## config.mk

```make
export PLATFORM = sky130hd
export DESIGN_NAME = uproc_ctrl
export DESIGN_NICKNAME = d
export VERILOG_FILES = /design/src/rtl/uproc_ctrl.sv
export SDC_FILE = /design/constraint.sdc
export NUM_CORES = 1
export LEC_CHECK = 0
export ABC_AREA = 1
export ABC_CLOCK_PERIOD_IN_PS = 1760
export BUFFER_PORTS_ARGS = -buffer_cell sky130_fd_sc_hd__buf_2
export CAP_MARGIN = 5
export CORE_MARGIN = 2
export CORE_UTILIZATION = 45
export CTS_BUF_LIST = sky130_fd_sc_hd__clkbuf_16
export DETAILED_ROUTE_END_ITERATION = 8
export GPL_ROUTABILITY_DRIVEN = 0
export PLACE_DENSITY = 0.78
export SLEW_MARGIN = 5
export SYNTH_ARGS = -nofsm -noshare
export SYNTH_HDL_FRONTEND = slang
export SYNTH_SLANG_ARGS = --single-unit
```

## constraint.sdc

```tcl
create_clock -name clk -period 1.76 [get_ports clk]
set_clock_uncertainty 0.05 [all_clocks]
set_input_delay 0.352 -clock clk [delete_from_list [all_inputs] [get_ports clk]]
set_output_delay 0.352 -clock clk [all_outputs]
set_load 0.01 [all_outputs]
```

## src/rtl/uproc_ctrl.sv

```systemverilog
// Fetch/decode/execute sequencer for the 8-bit uProcessor: owns pc, acc, carry and
// an 8x8 register file, fetches over a req/ack port and drives the external ALU.
module uproc_ctrl #(
  parameter logic [7:0] RESET_PC  = 8'h00,
  parameter bit         START_RUN = 1'b1
) (
  input  logic       clk,
  input  logic       rst_n,
  input  logic       start,
  output logic       imem_req,
  output logic [7:0] imem_addr,
  input  logic       imem_ack,
  input  logic [7:0] imem_data,
  output logic [2:0] alu_code,
  output logic [7:0] alu_a,
  output logic [7:0] alu_r,
  output logic       alu_ci,
  input  logic       alu_co,
  input  logic [7:0] alu_out,
  output logic [7:0] acc,
  output logic       carry,
  output logic [7:0] pc,
  output logic       halted,
  input  logic [2:0] dbg_sel,
  output logic [7:0] dbg_data
);

  typedef enum logic [2:0] {
    S_IDLE, S_FETCH, S_DECODE, S_FETCH2, S_EXEC, S_HALT
  } state_t;

  state_t      state_q, state_d;
  logic [7:0]  pc_q, pc_d;
  logic [7:0]  acc_q, acc_d;
  logic        carry_q, carry_d;
  logic [7:0]  ir_q, ir_d;
  logic [7:0]  opr_q, opr_d;
  logic [7:0]  regs_q [8];
  logic        regWe;
  logic [3:0]  op;
  logic [2:0]  n;

  assign op = ir_q[7:4];
  assign n  = ir_q[2:0];

  always_ff @(posedge clk or negedge rst_n) begin
    if (!rst_n) begin
      state_q <= S_IDLE;
      pc_q    <= RESET_PC;
      acc_q   <= 8'h00;
      carry_q <= 1'b0;
      ir_q    <= 8'h00;
      opr_q   <= 8'h00;
    end else begin
      state_q <= state_d;
      pc_q    <= pc_d;
      acc_q   <= acc_d;
      carry_q <= carry_d;
      ir_q    <= ir_d;
      opr_q   <= opr_d;
    end
  end

  always_ff @(posedge clk or negedge rst_n) begin
    if (!rst_n) begin
      for (int i = 0; i < 8; i++) regs_q[i] <= 8'h00;
    end else if (regWe) begin
      regs_q[n] <= acc_q;
    end
  end

  // Request is a pure function of state so an async reset drops it at once.
  always_comb begin
    state_d  = state_q;
    pc_d     = pc_q;
    acc_d    = acc_q;
    carry_d  = carry_q;
    ir_d     = ir_q;
    opr_d    = opr_q;
    regWe    = 1'b0;
    imem_req = 1'b0;
    case (state_q)
      S_IDLE: begin
        if (start || START_RUN) state_d = S_FETCH;
      end
      S_FETCH: begin
        imem_req = 1'b1;
        if (imem_ack) begin
          ir_d    = imem_data;
          pc_d    = pc_q + 8'd1;
          state_d = S_DECODE;
        end
      end
      S_DECODE: begin
        case (op)
          4'h9, 4'hA: state_d = S_FETCH2;
          4'hF:       state_d = S_HALT;
          default:    state_d = S_EXEC;
        endcase
      end
      S_FETCH2: begin
        imem_req = 1'b1;
        if (imem_ack) begin
          opr_d   = imem_data;
          pc_d    = pc_q + 8'd1;
          state_d = S_EXEC;
        end
      end
      S_EXEC: begin
        state_d = S_FETCH;
        case (op)
          4'h0, 4'h1, 4'h2, 4'h3, 4'h4, 4'h5: begin
            acc_d   = alu_out;
            carry_d = alu_co;
          end
          4'h6: begin
            acc_d   = regs_q[n];
            carry_d = 1'b0;
          end
          4'h7: regWe = 1'b1;
          4'h8: acc_d = {4'h0, ir_q[3:0]};
          4'h9: pc_d = opr_q;
          4'hA: if (carry_q) pc_d = opr_q;
          4'hB: carry_d = 1'b0;
          4'hC: carry_d = 1'b1;
          default: ;
        endcase
      end
      S_HALT: begin
        if (start) state_d = S_FETCH;
      end
      default: state_d = S_IDLE;
    endcase
  end

  assign imem_addr = pc_q;
  assign alu_code  = ir_q[6:4];
  assign alu_a     = acc_q;
  assign alu_r     = regs_q[n];
  assign alu_ci    = ir_q[3] & carry_q;
  assign acc       = acc_q;
  assign carry     = carry_q;
  assign pc        = pc_q;
  assign halted    = (state_q == S_HALT);
  assign dbg_data  = regs_q[dbg_sel];

endmodule
```

=== Word-level counts from Yosys, hierarchy flattened ===
Cells that the tools add are included.

* Add/subtract/negate cells: 1
* $lt $le $gt $ge: 3
* Equality and inequality tests: 24
* Multiplexer cells: 23
* Bitwise operators: 3
* Reductions and logical operators: 17

{| class="wikitable"
|+ Operators by type and width
! kind !! number
|-
| 64-bit bitwise mux || 1
|-
| 8-bit 2-to-1 mux || 7
|-
| 8-bit binary-select mux with 3-bit select || 2
|-
| 8-bit case mux with 2 select lines || 2
|-
| 8-bit demux with 3-bit select || 1
|-
| 4-bit == test (second input constant) || 6
|-
| 8-bit case mux with 3 select lines || 1
|-
| 4-bit by 3-bit == test with 1-bit output (second input constant) || 4
|-
| 3-bit case mux with 5 select lines || 1
|-
| 3-bit 2-to-1 mux || 3
|-
| 8-bit by 1-bit adder with 8-bit output (second input constant) || 1
|-
| 4-bit by 2-bit == test with 1-bit output (second input constant) || 2
|-
| 4-bit greater-or-equal comparator (second input constant) || 2
|-
| 3-bit NOT with 4-bit output || 2
|-
| 2-bit AND reduction || 4
|-
| 2-bit OR reduction || 4
|-
| 3-bit by 2-bit == test with 1-bit output (second input constant) || 2
|-
| 3-bit == test (second input constant) || 2
|-
| 2-bit inequality test (second input constant) || 3
|-
| 3-bit case mux with 2 select lines || 1
|-
| 3-bit nonzero test || 2
|-
| 6-bit OR reduction || 1
|-
| 4-bit by 1-bit == test with 1-bit output (second input constant) || 1
|-
| 4-bit zero test || 1
|-
| other kinds (13) || 15
|}

* Bits in registers: 100
* Input port bits: 24
* Output and inout port bits: 55
* Word-level logic and storage cells: 85

=== Depth between registers and ports, before layout ===
* Word-level depth: 6
* Mapped depth: 10
* Gate-level depth less buffers: 9

=== Least setup slack after synthesis ===
OpenSTA, ideal clock, no wires.

* Path type: input -> output
* Start point: in dbg_sel[0]
* End point: out dbg_data[0]
* Arrival: 1,391 ps
* Data required time: 1,358 ps
* Slack: -33 ps
* Cell stages on the path: 6
* Buffers on the path: 2
* Path through: clkbuf_1 > buf_1 > o21ai_0 > o22ai_1 > nand2_1 > nand2_1

* Longest elaborated chain between the ends: 4

{| class="wikitable"
|+ RTL lines
! element !! RTL line !! text
|-
| start, declared || 24 || <nowiki>input logic [2:0] dbg_sel,</nowiki>
|-
| 3-bit NOT with 4-bit output (implied by the code) || 145 || <nowiki>assign dbg_data = regs_q[dbg_sel];</nowiki>
|-
| 8-bit binary-select mux with 3-bit select || 145 ||
|-
| 8-bit 2-to-1 mux (implied by the code) (2 in a row) || 145 ||
|-
| end, declared || 25 || <nowiki>output logic [7:0] dbg_data</nowiki>
|}

Every way passes these cells. The select of a mux whose other input is x is not followed.

=== Worst setup path after layout ===
* Start point: reg ir_q[0]
* End point: out alu_r[4]

* Longest elaborated chain between the ends: 4

{| class="wikitable"
|+ RTL lines
! element !! RTL line !! text
|-
| start, declared || 36 || <nowiki>logic [7:0] ir_q, ir_d;</nowiki>
|-
| start signal, assigned || 59 || <nowiki>ir_q <= ir_d;</nowiki>
|-
| 3-bit NOT with 4-bit output (implied by the code) || 139 || <nowiki>assign alu_r = regs_q[n];</nowiki>
|-
| 8-bit binary-select mux with 3-bit select || 139 ||
|-
| 8-bit 2-to-1 mux (implied by the code) (2 in a row) || 139 ||
|-
| end, declared || 16 || <nowiki>output logic [7:0] alu_r,</nowiki>
|}

Every way passes these cells. The select of a mux whose other input is x is not followed.

==> results.md <==
- Mapped Area: 5530 um2
- Clock Sinks: 100
- Estimated wirelength of the detail-placed design: 10.9 mm
- Worst reg2reg path endpoint: regs_q[26]
- Grt total ovfl: 0
- Largest net degree at the start of global routing: 38
- DR pass1 iterations: 5
- Std-Cell Rows: 40
- Reg2Reg Depth: 8
- TritonCTS Buffers: 9
- DRC Markers: 0
- TritonCTS clock tree: yes
- Final hold slack: 169 ps
- Crit path capture type: primary output
- Crit share post-route: 1.14
- DP Worst Slack: 1.21 ps
- PwrDens: 1330 nW/um2
- First-pass GRT wire length: 25.3 mm
- Cells after Synth: 760
- Htree depth: 3
- Area grow syn2layout: 28.4%
- Slowest-stage cell, CP: dfrtp_2
- Die Wd: 115 um
- Nets@finish: 880
- Worst vdd ir: 0.968 mV
- Skew-Pair Late Insertion Delay: 360 ps
- Synth unique cells: 25
- Yosys Warn Count: 0
- Setup TNS: -2240 ps
- Fin crit period: 2010 ps
- Max-Cap Viols: 0
- Final wirelength: 16.6 mm
- Status: finished with violations
- Unrepaired setup endpoints after global routing: yes
- Cells after DPL: 972
- Max frequency: 497 MHz
- Syn nets: 785
- DR WL/cell: 16.5 um
- Least-Margin Pin Slew: 422 ps
- Static leakage: 3.66 nW
- CP endpoint: alu_r[4]
- Antenna violations before repair: 0
- Met1 Usage GRT: 0.331
- Critical path cell sequence: clkinv_4 -> buf_12 -> nand2_1 -> nand2_1 -> nand2_1 -> nand2_1 -> nand2_1 -> nand2_2 -> buf_6
- Via density per instance: 5.51
- Layout cell share with drive strength beyond 1: 0.290
- Slowest stage delay, CP: 440 ps
- Slew Limit Fails: 0
- DIE HEIGHT: 115 um
- Fin worst setup slack: -253 ps
- Worst Path Required: 1360 ps
- Starting Density: 0.460
- CP Launch Point: ir_q[0]
- Synth top area share: 0.453
- Slew margin rel.: 0.719
- Gr usage total: 0.245
- Crit-path most repeated cell: nand2_1
- Beginning of the worst register-to-register path: state_q[1]
- Finish-stage setup viols: 25
- Non-Filler Instances: 1006
- Final Hold Fails: 0
- Syn_area_per_cell: 7.28 um2
- CP Launch Type: flop
- Port bufs: 78
- Top Usage Layer GRT: met2
- CP arrival: 1610 ps
- Worst Path Max Fanout: 6
- Die area: 13200 um2
- Clock Pin Slew Worst Setup and Hold Paths: 70 ps
- Vias in the first global route: 4974
- Yosys reg bits: 100
- I/O pin total: 79
- Clock buffer depth: 2
- Core box area: 12000 um2
- Root buffer cell: clkbuf_16
- # diodes: 0
- Design Area, Final: 7100 um2
- Top post-synthesis cells by area: dfrtp_1 (45%), nand2_1 (22%), o21ai_0 (9.1%)
- Post-placement cell area: 6240 um2
- Via count: 5548
- Worst min path class: input port to flop
- Synth area leader: dfrtp_1
- Worst R2R Setup Slack: -70 ps
- WS Path Type: flop to primary output
- Register area share after synthesis: 0.453
- Failing checks: setup timing
- Final ANT Viol Nets: 0
- M2 GR Usage: 0.404
- Initial DRC Count: 539
- Met3 Usage GRT: 0.0469
-- critical path: cells and delay by family (launching register included) --
kind,cells,cell delay (ps)
buf+inv,3,360
flops,1,440
simple gates,6,450
-- what timing repair did --
item,4_1_cts,5_1_grt
buffers inserted,2,11
hold buffers,1,0
endpoints found under the hold margin,25,0
setup endpoints to repair,9,91
cloned,1,4
resized for setup,17,157
pin swaps,3,12
-- report_power, final --
part           internal [W]  leakage [nW]  switching [W]  total [W]
Clock               0.00124         0.151       0.000915    0.00216
Combinational       0.00154          2.19        0.00231    0.00385
Sequential          0.00283          1.31       0.000590    0.00342
Total               0.00561          3.66        0.00382    0.00943
-- layout by cell type, fill, tap and decap left out, drive strengths merged --
cell type      n
a21oi         11
o21ai        100
o22ai         17
nor3           6
nand3b         1
clkinv         4
buf          133
or2            5
dlygate4sd3    1
mux2i         16
o211ai         1
inv           41
nand3         19
clkinvlp       1
bufinv         2
a21boi         1
clkbuf        10
mux2           7
dfrtp        100
ha             1
nand4         11
nor2          45
nand2        323
xnor2          3
-- cells in the mapped netlist --
| master | instances |
|---|---|
| nand3_1 | 18 |
| inv_2 | 1 |
| or2_2 | 5 |
| o21ai_0 | 100 |
| xnor2_1 | 3 |
| buf_4 | 19 |
| mux2i_1 | 16 |
| a21boi_0 | 1 |
| dfrtp_1 | 100 |
| o211ai_1 | 1 |
| nand2_1 | 323 |
| mux2_2 | 7 |
| nor2_1 | 45 |
| nor3_1 | 5 |
| nand4_1 | 11 |
| buf_2 | 11 |
| buf_1 | 5 |
| ha_1 | 1 |
| a21oi_1 | 11 |
| nor3_4 | 1 |
| o22ai_1 | 17 |
| nand3_4 | 1 |
| inv_1 | 41 |
| clkbuf_1 | 16 |
| nand3b_1 | 1 |
-- cells by family after synthesis --
logic type                 after synthesis  synth area share
xor gates and xnor gates                 3           0.00475
adders and majority gates                1           0.00226
buffers and inverters                   93            0.0785
muxes                                   23            0.0432
and+or+nand+nor                        410             0.296
AOI/OAI and AO/OA                      130             0.122
DFF                                    100             0.453
-- metrics by stage --
step	power, W	utilization
finish	0.00943	0.591
global route	0.00996	0.591
CTS	0.00904	0.555
detailed placement	0.00673	0.519
global placement	0.00667	0.519
floorplan	0.00549	-
-- registers in the layout, summed over array words and instances, names as in the netlist --
register and flops:
regs_q 64, acc 8, imem_addr 8, ir_q 8, opr_q 8, state_q 3, carry 1
-- how the worst min path moves through the flow --
stage                      end          from  depth (start not counted)  slack [ps]
finish                 ir_q[6]  imem_data[6]                          3         170
global route           ir_q[4]  imem_data[4]                          3         200
CTS                    ir_q[6]  imem_data[6]                          3         160
detailed placement   regs_q[4]         rst_n                          1         270
global placement    regs_q[12]         rst_n                          1         260
floorplan               acc[0]         rst_n                          0           6
-- final cells by class --
type	instances	area, um2
tap	147	184
multi-input combinational	567	2830
sequential	100	2510
clock inverter	6	90.1
clock buffer	9	225
timing repair buffer	135	1090
inverter	42	165
fill	1009	4910
-- routing by layer --
metal / routed length, um / up-vias
met5: 0 / -
met4: 308 / 0
met3: 1270 / 35
met2: 7940 / 278
met1: 7110 / 2597
li1: - / 2638
No activity file was read; power rests on OpenSTA's default activity.
